===== src/rtl/pipe_pkg.sv =====
// Shared constants for elastic pipeline stage registers.
// State encodings are {skid_valid, out_valid}.
package pipe_pkg;

    localparam int XLEN      = 32;
    localparam int REGADDR_W = 5;

    localparam logic [1:0] ST_EMPTY = 2'b00;
    localparam logic [1:0] ST_FULL1 = 2'b01;
    localparam logic [1:0] ST_FULL2 = 2'b11;

endpackage


===== src/rtl/pipe_sat_counter.sv =====
// Saturating up-counter with increment enable.
// Clears only on the asynchronous active-low reset.
module pipe_sat_counter #(
    parameter int CNT_W = 32
) (
    input  logic             clk,
    input  logic             rst,
    input  logic             inc,
    output logic [CNT_W-1:0] count
);

    // count up on inc, stick at all-ones
    always_ff @(posedge clk or negedge rst) begin
        if (!rst) begin
            count <= '0;
        end else if (inc && (count != '1)) begin
            count <= count + CNT_W'(1);
        end
    end

endmodule


===== src/rtl/pipe_stage_skid.sv =====
// Elastic pipeline stage register with one-entry skid buffer.
// Optional stall/bubble counters: define PIPE_PERF_CNT_EN.
module pipe_stage_skid
    import pipe_pkg::*;
#(
    parameter int               WIDTH     = 32,
    parameter logic [WIDTH-1:0] RESET_VAL = '0,
    parameter int               CNT_W     = 32
) (
    input  logic             clk,
    input  logic             rst,
    input  logic             flush,
    input  logic             stall,
    input  logic             in_valid,
    output logic             in_ready,
    input  logic [WIDTH-1:0] in_data,
    output logic             out_valid,
    input  logic             out_ready,
    output logic [WIDTH-1:0] out_data,
    output logic [CNT_W-1:0] stall_cnt,
    output logic [CNT_W-1:0] bubble_cnt
);

    logic             skid_valid;
    logic [WIDTH-1:0] skid_data;
    logic [1:0]       state;
    logic             in_fire;
    logic             out_fire;

    // in_ready only depends on flops and reset, never on out_ready/stall
    assign in_ready = rst & ~skid_valid;
    assign in_fire  = in_valid & in_ready;
    assign out_fire = out_valid & out_ready & ~stall;
    assign state    = {skid_valid, out_valid};

    // output register plus skid entry; flush beats any fire
    always_ff @(posedge clk or negedge rst) begin
        if (!rst) begin
            out_valid  <= 1'b0;
            skid_valid <= 1'b0;
            out_data   <= RESET_VAL;
            skid_data  <= RESET_VAL;
        end else if (flush) begin
            out_valid  <= 1'b0;
            skid_valid <= 1'b0;
            out_data   <= RESET_VAL;
            skid_data  <= RESET_VAL;
        end else begin
            unique case (state)
                ST_EMPTY: begin
                    if (in_fire) begin
                        out_valid <= 1'b1;
                        out_data  <= in_data;
                    end
                end
                ST_FULL1: begin
                    if (in_fire && out_fire) begin
                        out_data <= in_data;
                    end else if (in_fire) begin
                        skid_valid <= 1'b1;
                        skid_data  <= in_data;
                    end else if (out_fire) begin
                        out_valid <= 1'b0;
                    end
                end
                ST_FULL2: begin
                    if (out_fire) begin
                        out_data   <= skid_data;
                        skid_valid <= 1'b0;
                    end
                end
                default: begin
                    out_valid  <= 1'b0;
                    skid_valid <= 1'b0;
                end
            endcase
        end
    end

    // a skid entry without an output entry cannot occur
    a_no_orphan_skid: assert property (
        @(posedge clk) disable iff (!rst) state != 2'b10
    );

`ifdef PIPE_PERF_CNT_EN
    logic stall_inc;
    logic bubble_inc;

    assign stall_inc  = out_valid & ~out_fire & ~flush;
    assign bubble_inc = ~out_valid;

    pipe_sat_counter #(
        .CNT_W (CNT_W)
    ) u_stall_cnt (
        .clk   (clk),
        .rst   (rst),
        .inc   (stall_inc),
        .count (stall_cnt)
    );

    pipe_sat_counter #(
        .CNT_W (CNT_W)
    ) u_bubble_cnt (
        .clk   (clk),
        .rst   (rst),
        .inc   (bubble_inc),
        .count (bubble_cnt)
    );
`else
    assign stall_cnt  = '0;
    assign bubble_cnt = '0;
`endif

endmodule

===== config.mk =====
export PLATFORM = sky130hd
export DESIGN_NAME = pipe_stage_skid
export DESIGN_NICKNAME = d
export VERILOG_FILES = /design/src/rtl/pipe_pkg.sv /design/src/rtl/pipe_sat_counter.sv /design/src/rtl/pipe_stage_skid.sv
export SDC_FILE = /design/constraint.sdc
export NUM_CORES = 1
export LEC_CHECK = 0
export ABC_AREA = 1
export CORE_MARGIN = 3
export CORE_UTILIZATION = 35
export DETAILED_ROUTE_END_ITERATION = 12
export DONT_BUFFER_PORTS = 1
export GPL_ROUTABILITY_DRIVEN = 0
export PLACE_DENSITY = 0.54
export SYNTH_ARGS = -nofsm -noshare
export SYNTH_HDL_FRONTEND = slang
export SYNTH_HIERARCHICAL = 1
export SYNTH_SLANG_ARGS = --single-unit

===== constraint.sdc =====
create_clock -name clk -period 1.3 [get_ports clk]
set_input_delay 0.26 -clock clk [delete_from_list [all_inputs] [get_ports clk]]
set_output_delay 0.26 -clock clk [all_outputs]
set_load 0.02 [all_outputs]

==> metrics.yaml, run 1 <==
final_nets: 541
drc_errors: 0
fill_cells: 1056
antenna_found_initial: 0
grt_max_degree: 69
fin_area_mm2: 0.004472
core_area_mm2: 0.01046
maxCapViolations: 0
clockBufferDepth: 2
syn_area_mm2: 0.003822
cellLeakagePower_uw: 0.002350
syn_inst: 489
routedWlPerCell_um: 16.92
place_area_mm2: 0.003749
failed_checks: "negative hold slack, negative setup slack"
busiest_layer: "met2"
grt_first_pass_wirelength_um: 16970
rsz0062_at_grt: "yes"
run_status: "finished, violations left"
place.detailed.hpwl_um: 6661
setup_viol: 66
hold_class: "in2async"
met1_usage_pct: 21.73
gr-usage-met3_pct: 6.904
antenna_cells: 0
h-tree-depth: 3
firstDrtPassIters: 4
cts_buffers: 9
vias: 3245
root_buffer: "clkbuf_8"
finalMaxSlewViolations: 0
fmax_mhz: 731.1
tritoncts: "built"
synth_seq_area_share_pct: 43.21
power.density_mw_per_mm2: 1209
ys_types: 19
start_kind: "flop"
grt_pass1_vias: 3123
hold_viol_final: 66
hold_slack_ns: -0.3988
viasPerCell: 5.047
port_buffers: 0
fin_crit_ns: 1.368
crit_start: "skid_valid"
pin_count: 136
drt_iter0_markers: 203
synth_warnings: 6
met2_usage_pct: 28.03
r2r_cells: 8
die-area_mm2: 0.01221
ir_drop_v: 0.0004571
area.growth.synth_to_final_pct: 16.99
seq_area_mm2: 0.001653
min_period_over_period_pct: 105.2
required_ns: 1.54
fin_worst_skew_ns: 0.005782
arrival_ns: 1.61
wirelength_um: 10880
start_util_pct: 36.53
ys_ff_latch: 66
die_h_um: 110.5
clk_latency_ns: 0.35
r2r_setup_slack_ns: -0.07
rr_startpoint: "skid_valid"
clk_pin_slew_ns: 0.07
multi_input_area_mm2: 0.001957
layout-drive-gt1-share_pct: 20.32
clkSinkCount: 66
r2r-end: "skid_data[21]"
die_w_um: 110.5
end_kind: "flop"
worstSetupPathType: "reg2reg"
setup_slack_ns: -0.06777
track_usage_pct: 17.23
worstPathMaxFanout: 7
avgSynthCellArea_um2: 7.817
std_cell_rows: 37
postRouteAntennaNets: 0
gr-total-overflow: 0
-- metal layers --
metal / share of wire [%] / vias to the layer above
met4: 0.74 / 0
met5: 0 / -
met2: 49 / 134
li1: - / 1536
met3: 11 / 9
met1: 40 / 1566
-- sequential cells by signal, summed over array words and instances, names as in the netlist --
name and cells:
skid_data 32, out_valid 1, skid_valid 1, out_data 32
-- worst max-delay path, cell delays in order, from the launching register on --
cell       delay (ns)
dfrtp_1          0.42
inv_2            0.10
nand3_4          0.07
buf_6            0.14
inv_4            0.06
nand3_4          0.14
clkbuf_16        0.22
nand3_2          0.05
nand2_1          0.05
-- cell usage after synthesis --
cell | number | area (um^2)
nor2_2 | 2 | 12.51
buf_4 | 67 | 503.0
buf_2 | 23 | 115.1
inv_2 | 1 | 3.750
nor2_1 | 5 | 18.77
a21oi_1 | 1 | 5.000
nand4_1 | 64 | 400.4
nand3_1 | 67 | 335.3
o21bai_1 | 1 | 7.510
buf_6 | 3 | 33.78
nand2_1 | 168 | 630.6
dfrtp_1 | 66 | 1652
conb_1 | 1 | 3.750
inv_1 | 5 | 18.77
nand2_2 | 2 | 12.51
buf_1 | 3 | 11.26
nor2_4 | 2 | 22.52
clkbuf_1 | 7 | 26.28
nand3_2 | 1 | 10.01
-- repair_timing --
action	CTS	global route
cloned	6	1
endpoints found under the hold margin	66	66
resized for setup	70	14
buffers inserted	6	3
pin swaps	11	11
endpoints found under the setup margin	67	68
-- worst max-delay path by stage --
stage	endpoint
floorplan	out_data[0]
finish	skid_data[21]
CTS	in_ready
global placement	skid_data[23]
global route	skid_data[22]
detailed placement	skid_data[28]
-- cells in the final DEF (no fill, tap or decap), drive strengths merged --
cell type	netlist	layout
buf	96	39
bufbuf	0	1
a21oi	1	1
dfrtp	66	66
nand3	68	68
clkinv	0	2
clkbuf	7	13
nor2	9	10
o21bai	1	1
inv	6	6
nand4	64	64
conb	1	64
bufinv	0	1
nand2	170	171
-- cells by family (layout without fill, tap and decap cells) --
group | Yosys count | in the layout | share of synthesized area, %
buffers and inverters | 109 | 62 | 18.63
other | 1 | 64 | 0.09811
AO/OA/AOI/OAI | 2 | 2 | 0.3273
AND/OR/NAND/NOR | 311 | 313 | 37.74
flip-flops | 66 | 66 | 43.21
-- per-stage QoR --
stage                     std cells  setup WS [ns]  util, %  TNS (ns)  total power, uW
after floorplan                 552       0.004075        -         0             3394
after global placement          612        -0.1963    35.83    -10.12             3440
after detailed placement        612        -0.2352    35.83    -11.50             3454
after CTS                       639       -0.06902    41.53    -1.267             5426
after global routing            643        -0.1422    42.74    -6.872             5679
final                           643       -0.06777    42.74    -2.233             5408
-- power by group --
group,total (uW),switching (uW),internal [uW]
Combinational,1150,766,389
Sequential,2540,309,2230
Clock,1710,791,923
Total,5410,1870,3540
-- cell type report --
class                      count  share of cell area, %
clock buffer                  12                  3.246
sequential                    66                  36.96
timing repair buffer          41                  10.72
clock inverter                 3                 0.8954
tap                          136                  3.805
multi-input combinational    379                  43.76
inverter                       6                 0.6156
Note: power is estimated with default switching activity, not from simulation.
==> run 2, diff against run 1 <==
--- a/config.mk
+++ b/config.mk
@@ -6,12 +6,14 @@
 export NUM_CORES = 1
 export LEC_CHECK = 0
 export ABC_AREA = 1
+export CELL_PAD_IN_SITES_DETAIL_PLACEMENT = 2
+export CELL_PAD_IN_SITES_GLOBAL_PLACEMENT = 2
 export CORE_MARGIN = 3
-export CORE_UTILIZATION = 35
+export CORE_UTILIZATION = 31
 export DETAILED_ROUTE_END_ITERATION = 12
 export DONT_BUFFER_PORTS = 1
 export GPL_ROUTABILITY_DRIVEN = 0
-export PLACE_DENSITY = 0.54
+export PLACE_DENSITY = 0.78
 export SYNTH_ARGS = -nofsm -noshare
 export SYNTH_HDL_FRONTEND = slang
 export SYNTH_HIERARCHICAL = 1
==> run 2 against run 1 <==
Against the previous run: the flow still finishes with violations (negative hold slack, negative setup slack); clock-buffer cell count fell by 3; final area rose by 4.2%; utilization shrank 3.0 points; sequential share of layout area fell by 1.5 points; clock power is 42% higher; die area is 12% higher; global-route usage increased by 1.4 points; register-to-register slack got worse by 0.04 ns; wire length is 27% higher; first-iteration DRC count fell by 8.4%; total power up 16%; cell count rose by 0.16%; largest power group unchanged.
==> metrics.yaml, run 2 (synthesis results as in run 1) <==
die_h_um: 117.0  # +5.9%
fin_worst_skew_ns: 0.005651  # -0.0001309 ns
mostFrequentLayoutCell: "nand2_1"
cts_buffers: 9  # unchanged
h-tree-depth: 3  # unchanged
gr-total-overflow: 0  # unchanged
power.density_mw_per_mm2: 1350  # +12%
drt_iter0_markers: 186  # -8.4%
wirelength_um: 13790  # +27%
pin_count: 136  # unchanged
hold_class: "in2async"
worstPathMaxFanout: 10  # +3
run_status: "finished, violations left"
largestRegisters: "out_data: 32 flops, skid_data: 32 flops"
grt_first_pass_wirelength_um: 19390  # +14%
setup_slack_ns: -0.1094  # -0.04160 ns
fin_crit_ns: 1.409  # +0.04160 ns
die_w_um: 117.0  # +5.9%
gr-usage-met3_pct: 5.656  # -1.2 points
die-area_mm2: 0.01370  # +12%
r2r_setup_slack_ns: -0.11  # -0.04 ns
firstDrtPassIters: 5  # +1
grt_pass1_vias: 3440  # +10%
failed_checks: "negative hold slack, negative setup slack"
finalMaxSlewViolations: 0  # unchanged
arrival_ns: 1.63  # +0.02 ns
final_cells: 644  # +0.16%
layout-drive-gt1-share_pct: 24.75  # +4.4 points
grt_max_degree: 69  # unchanged
antenna_found_initial: 0  # unchanged
r2r-end: "out_data[26]"
area.growth.synth_to_final_pct: 21.87
clk_pin_slew_ns: 0.06  # about the same
root_buffer: "clkbuf_16"
dp_cells: 621  # +1.5%
postRouteAntennaNets: 0  # unchanged
busiest_layer: "met2"
core_area_mm2: 0.01171  # +12%
track_usage_pct: 18.66  # +1.4 points
final_nets: 534  # -1.3%
hold_slack_ns: -0.3877  # +0.01108 ns
std_cell_rows: 39  # +5.4%
vias: 3389  # +4.4%
cellLeakagePower_uw: 0.002429  # +3.4%
required_ns: 1.52  # -0.02 ns
fill_cells: 1288  # +22%
routedWlPerCell_um: 21.41  # +27%
met2_usage_pct: 32.57  # +4.5 points
mostFrequentLayoutCells: "nand2_1, nand4_1, conb_1, dfrtp_1, nand3_1"
rsz0062_at_grt: "yes"
start_util_pct: 32.64  # -3.9 points
pre_cts_slack_ns: -0.1034  # +0.1319 ns
r2r_cells: 7  # -1
final_util_pct: 39.78  # -3.0 points
clkSinkCount: 66  # unchanged
drc_errors: 0  # unchanged
worstSetupPathType: "reg2reg"
viasPerCell: 5.262  # +4.3%
place.detailed.hpwl_um: 8142  # +22%
hold_viol_final: 66  # unchanged
min_period_over_period_pct: 108.4  # +3.2 points
clockBufferDepth: 2  # unchanged
end_kind: "flop"
start_kind: "flop"
met1_usage_pct: 21.73  # about the same
maxCapViolations: 0  # unchanged
antenna_cells: 0  # unchanged
rr_startpoint: "out_valid"
port_buffers: 0  # unchanged
clk_latency_ns: 0.34  # about the same
tritoncts: "built"
fmax_mhz: 709.5  # -3.0%
ir_drop_v: 0.0005548  # +21%
setup_viol: 66  # unchanged
==> run 2: cell count changes in the layout (fill, tap and decap cells not counted), sizes merged <==
cell	delta
buf	-6
clkinvlp	+4
bufbuf	-1
clkbuf	-1
nand2	-1
nor2	-1
==> run 2: layout make-up <==
cell class	instances	area, um^2	area share, %
Tap cell	143	178.9	3.841
Clock buffer	9	225.2	4.835
Timing Repair Buffer	36	486.7	10.45
Inverter	6	25.02	0.5372
Clock inverter	7	70.07	1.504
Sequential cell	66	1654	35.51
Multi-Input combinational cell	377	2018	43.33
==> run 2: where the power goes <==
group / internal (uW) / switching, uW / leakage [uW]
clock network: 1480 / 958 / 0.000133
registers: 2230 / 362 / 0.000884
logic: 423 / 837 / 0.00141
total: 4130 / 2160 / 0.00243
==> run 2: metrics by stage <==
stage | TNS (ns) | instance area [um^2] | total power [uW]
2_1_floorplan | 0 | 4065 | 3394
3_3_place_gp | 0 | 3860 | 3525
3_5_place_dp | -3.885 | 3860 | 3568
4_1_cts | -1.662 | 4250 | 6064
5_1_grt | -7.889 | 4658 | 6575
6_report | -3.950 | 4658 | 6288
==> run 2: worst max-delay path: stages (launching register included) <==
cell and delay (ns):
dfrtp_2 0.50, buf_4 0.19, nand2_8 0.08, buf_12 0.15
nand2_1 0.09, nand2_1 0.08, nand4_1 0.11, nand2_1 0.07
==> run 2: per-layer routing <==
layer  wire length (um)  part of all wire [%]  vias to the layer above
li1                   -                     -                     1523
met1               5227                    38                     1734
met2               7345                    53                      110
met3                938                   6.8                       22
met4                276                   2.0                        0
met5                  0                     0                        -
==> run 2: what timing repair did <==
item                                   4_1_cts  5_1_grt
setup buffers                                1        1
endpoints found under the hold margin       66       66
setup endpoints to repair                   66       68
gates cloned                                 0        5
gates resized for setup                     25       77
pin swaps                                    0       20
==> run 2: worst max path at each step <==
stage          startpoint           end  cells after the start
2_1_floorplan   out_valid   out_data[0]                      8
3_3_place_gp   skid_valid  out_data[29]                      6
3_5_place_dp   skid_valid  skid_data[1]                      7
4_1_cts        skid_valid   out_data[5]                      8
5_1_grt         out_valid  out_data[26]                      7
6_report        out_valid  out_data[26]                      7
==> run 3, diff against run 2 <==
--- a/config.mk
+++ b/config.mk
@@ -13,6 +13,8 @@
 export DETAILED_ROUTE_END_ITERATION = 12
 export DONT_BUFFER_PORTS = 1
 export GPL_ROUTABILITY_DRIVEN = 0
+export GPL_TIMING_DRIVEN = 0
+export HOLD_SLACK_MARGIN = 0.06
 export PLACE_DENSITY = 0.78
 export SYNTH_ARGS = -nofsm -noshare
 export SYNTH_HDL_FRONTEND = slang
==> run 3 against run 2 <==
Against the previous run: the flow still finishes with violations (negative hold slack, negative setup slack); clock-buffer cell count is 4 higher; sequential cell count is the same; final area rose by 7.4%; wire length rose by 2.9%.
==> metrics.yaml, run 3 (synthesis results as in run 1) <==
die_w_um: 117.0  # unchanged
fin_crit_ns: 1.558  # +0.1483 ns
arrival_ns: 1.82  # +0.19 ns
clockBufferDepth: 2  # unchanged
drt_iter0_markers: 123  # -34%
tightestPinTransition_ns: 0.5642
clk_pin_slew_ns: 0.05  # about the same
rr_startpoint: "out_valid"
r2r-end: "skid_data[7]"
worstSetupPathType: "reg2reg"
crit_start: "out_valid"
port_buffers: 0  # unchanged
die_h_um: 117.0  # unchanged
mostFrequentLayoutCells: "nand2_1, buf_4, nand3_1"
gr-usage-met3_pct: 5.090  # -0.57 points
antenna_cells: 0  # unchanged
ir_drop_v: 0.0005757  # +3.8%
routedWlPerCell_um: 19.53  # -8.8%
multi_input_area_mm2: 0.001916  # -5.1%
wirelength_um: 14180  # +2.9%
place.detailed.hpwl_um: 9029  # +11%
final_nets: 616  # +15%
root_buffer: "clkbuf_16"
die-area_mm2: 0.01370  # unchanged
setup_viol: 65  # -1.5%
largestRegisters: "out_data: 32 flops, skid_data: 32 flops"
final_util_pct: 42.72  # +2.9 points
tritoncts: "built"
fill_cells: 1341  # +4.1%
final_cells: 726  # +13%
seq_area_mm2: 0.001654  # unchanged
start_kind: "flop"
finalMaxSlewViolations: 0  # unchanged
dp_cells: 695  # +12%
layout-drive-gt1-share_pct: 30.70  # +6.0 points
met1_usage_pct: 24.61  # +2.9 points
end_kind: "flop"
fin_worst_skew_ns: 0.005844  # +0.0001929 ns
setup_slack_ns: -0.2576  # -0.1483 ns
slew_headroom_pct: 62.39
r2r_setup_slack_ns: -0.26  # -0.15 ns
firstDrtPassIters: 4  # -1
run_status: "finished, violations left"
viasPerCell: 4.971  # -5.5%
grt_max_degree: 69  # unchanged
grt_pass1_vias: 3895  # +13%
crit_path_end: "skid_data[7]"
mostFrequentLayoutCell: "nand2_1"
hold_slack_ns: -0.3766  # +0.01105 ns
maxCapViolations: 0  # unchanged
pin_count: 136  # unchanged
fmax_mhz: 642.0  # -9.5%
power.density_mw_per_mm2: 1237  # -8.3%
track_usage_pct: 20.19  # +1.5 points
std_cell_rows: 39  # unchanged
h-tree-depth: 3  # unchanged
worstPathMaxFanout: 5  # -5
required_ns: 1.56  # +0.04 ns
gr-total-overflow: 0  # unchanged
cts_buffers: 9  # unchanged
r2r_cells: 8  # +1
grt_first_pass_wirelength_um: 21080  # +8.7%
clkSinkCount: 66  # unchanged
antenna_found_initial: 0  # unchanged
failed_checks: "negative hold slack, negative setup slack"
vias: 3609  # +6.5%
min_period_over_period_pct: 119.8  # +11 points
pre_cts_slack_ns: -0.2883  # -0.1849 ns
busiest_layer: "met2"
area.growth.synth_to_final_pct: 30.90
met2_usage_pct: 34.62  # +2.0 points
core_area_mm2: 0.01171  # unchanged
drc_errors: 0  # unchanged
start_util_pct: 32.64  # unchanged
hold_viol_final: 66  # unchanged
postRouteAntennaNets: 0  # unchanged
clk_latency_ns: 0.33  # about the same
hold_class: "in2async"
rsz0062_at_grt: "yes"
cellLeakagePower_uw: 0.002796  # +15%
-- run 3: cell count changes in the layout (fill, tap and decap cells not counted), moves of 4 or more --
cell and delta:
buf_12 -7, buf_4 +63, nand2_1 -6, nand2_2 +6, clkbuf_4 +6, clkinvlp_4 -4
nand3_1 +21, buf_2 +7, clkbuf_1 +9, nand3_2 -21
-- run 3: where the power goes --
part           switching [uW]  total, uW  internal [uW]  leakage (uW)
clock                     883       2220           1330      0.000133
sequential                352       2580           2230      0.000884
combinational             853       1390            536       0.00178
-- run 3: cell type report --
type                       instances  share of cell area [%]
clock buffer                      13                   5.001
clock inverter                     3                  0.3001
timing repair buffer              15                   3.401
sequential                        66                   33.06
buffer                           103                   15.83
inverter                           6                  0.5501
tap                              143                   3.576
multi-input combinational        377                   38.28
-- run 3: how the worst min path moves through the flow --
stage	to	cells after the start	slack, ns	from
after floorplan	out_data[0]	0	-0.04	rst
after global routing	out_data[8]	0	-0.39	rst
after global placement	out_data[11]	0	-0.03	rst
final	out_data[11]	0	-0.38	rst
after detailed placement	out_data[11]	0	-0.03	rst
after CTS	out_data[23]	0	-0.39	rst
-- run 3: routing by layer --
layer,part of all wire [%],vias up
met5,0,-
met1,39,1796
li1,-,1685
met2,52,109
met4,1.7,0
met3,7.2,19
-- run 3: what timing repair did --
item,4_1_cts,5_1_grt
endpoints found under the hold margin,66,66
gates cloned,5,2
pin swaps,8,41
resized for setup,42,75
setup endpoints to repair,65,67
buffers inserted,6,3
-- run 3: metrics by stage --
| step | cell area [um^2] | setup TNS, ns | power [uW] |
|---|---|---|---|
| after floorplan | 4065 | 0 | 3394 |
| after global placement | 4244 | -12.56 | 3604 |
| after detailed placement | 4244 | -14.47 | 3645 |
| after CTS | 4738 | -7.710 | 6020 |
| after global routing | 5004 | -14.62 | 6508 |
| final | 5004 | -9.970 | 6191 |
-- run 3: worst max-delay path, cell delays in order, from the launching register on --
cell     delay (ns)
dfrtp_2        0.49
buf_8          0.18
nand2_4        0.07
nor2_4         0.05
nor2_4         0.14
buf_12         0.14
buf_8          0.11
nand4_1        0.14
nand2_1        0.16
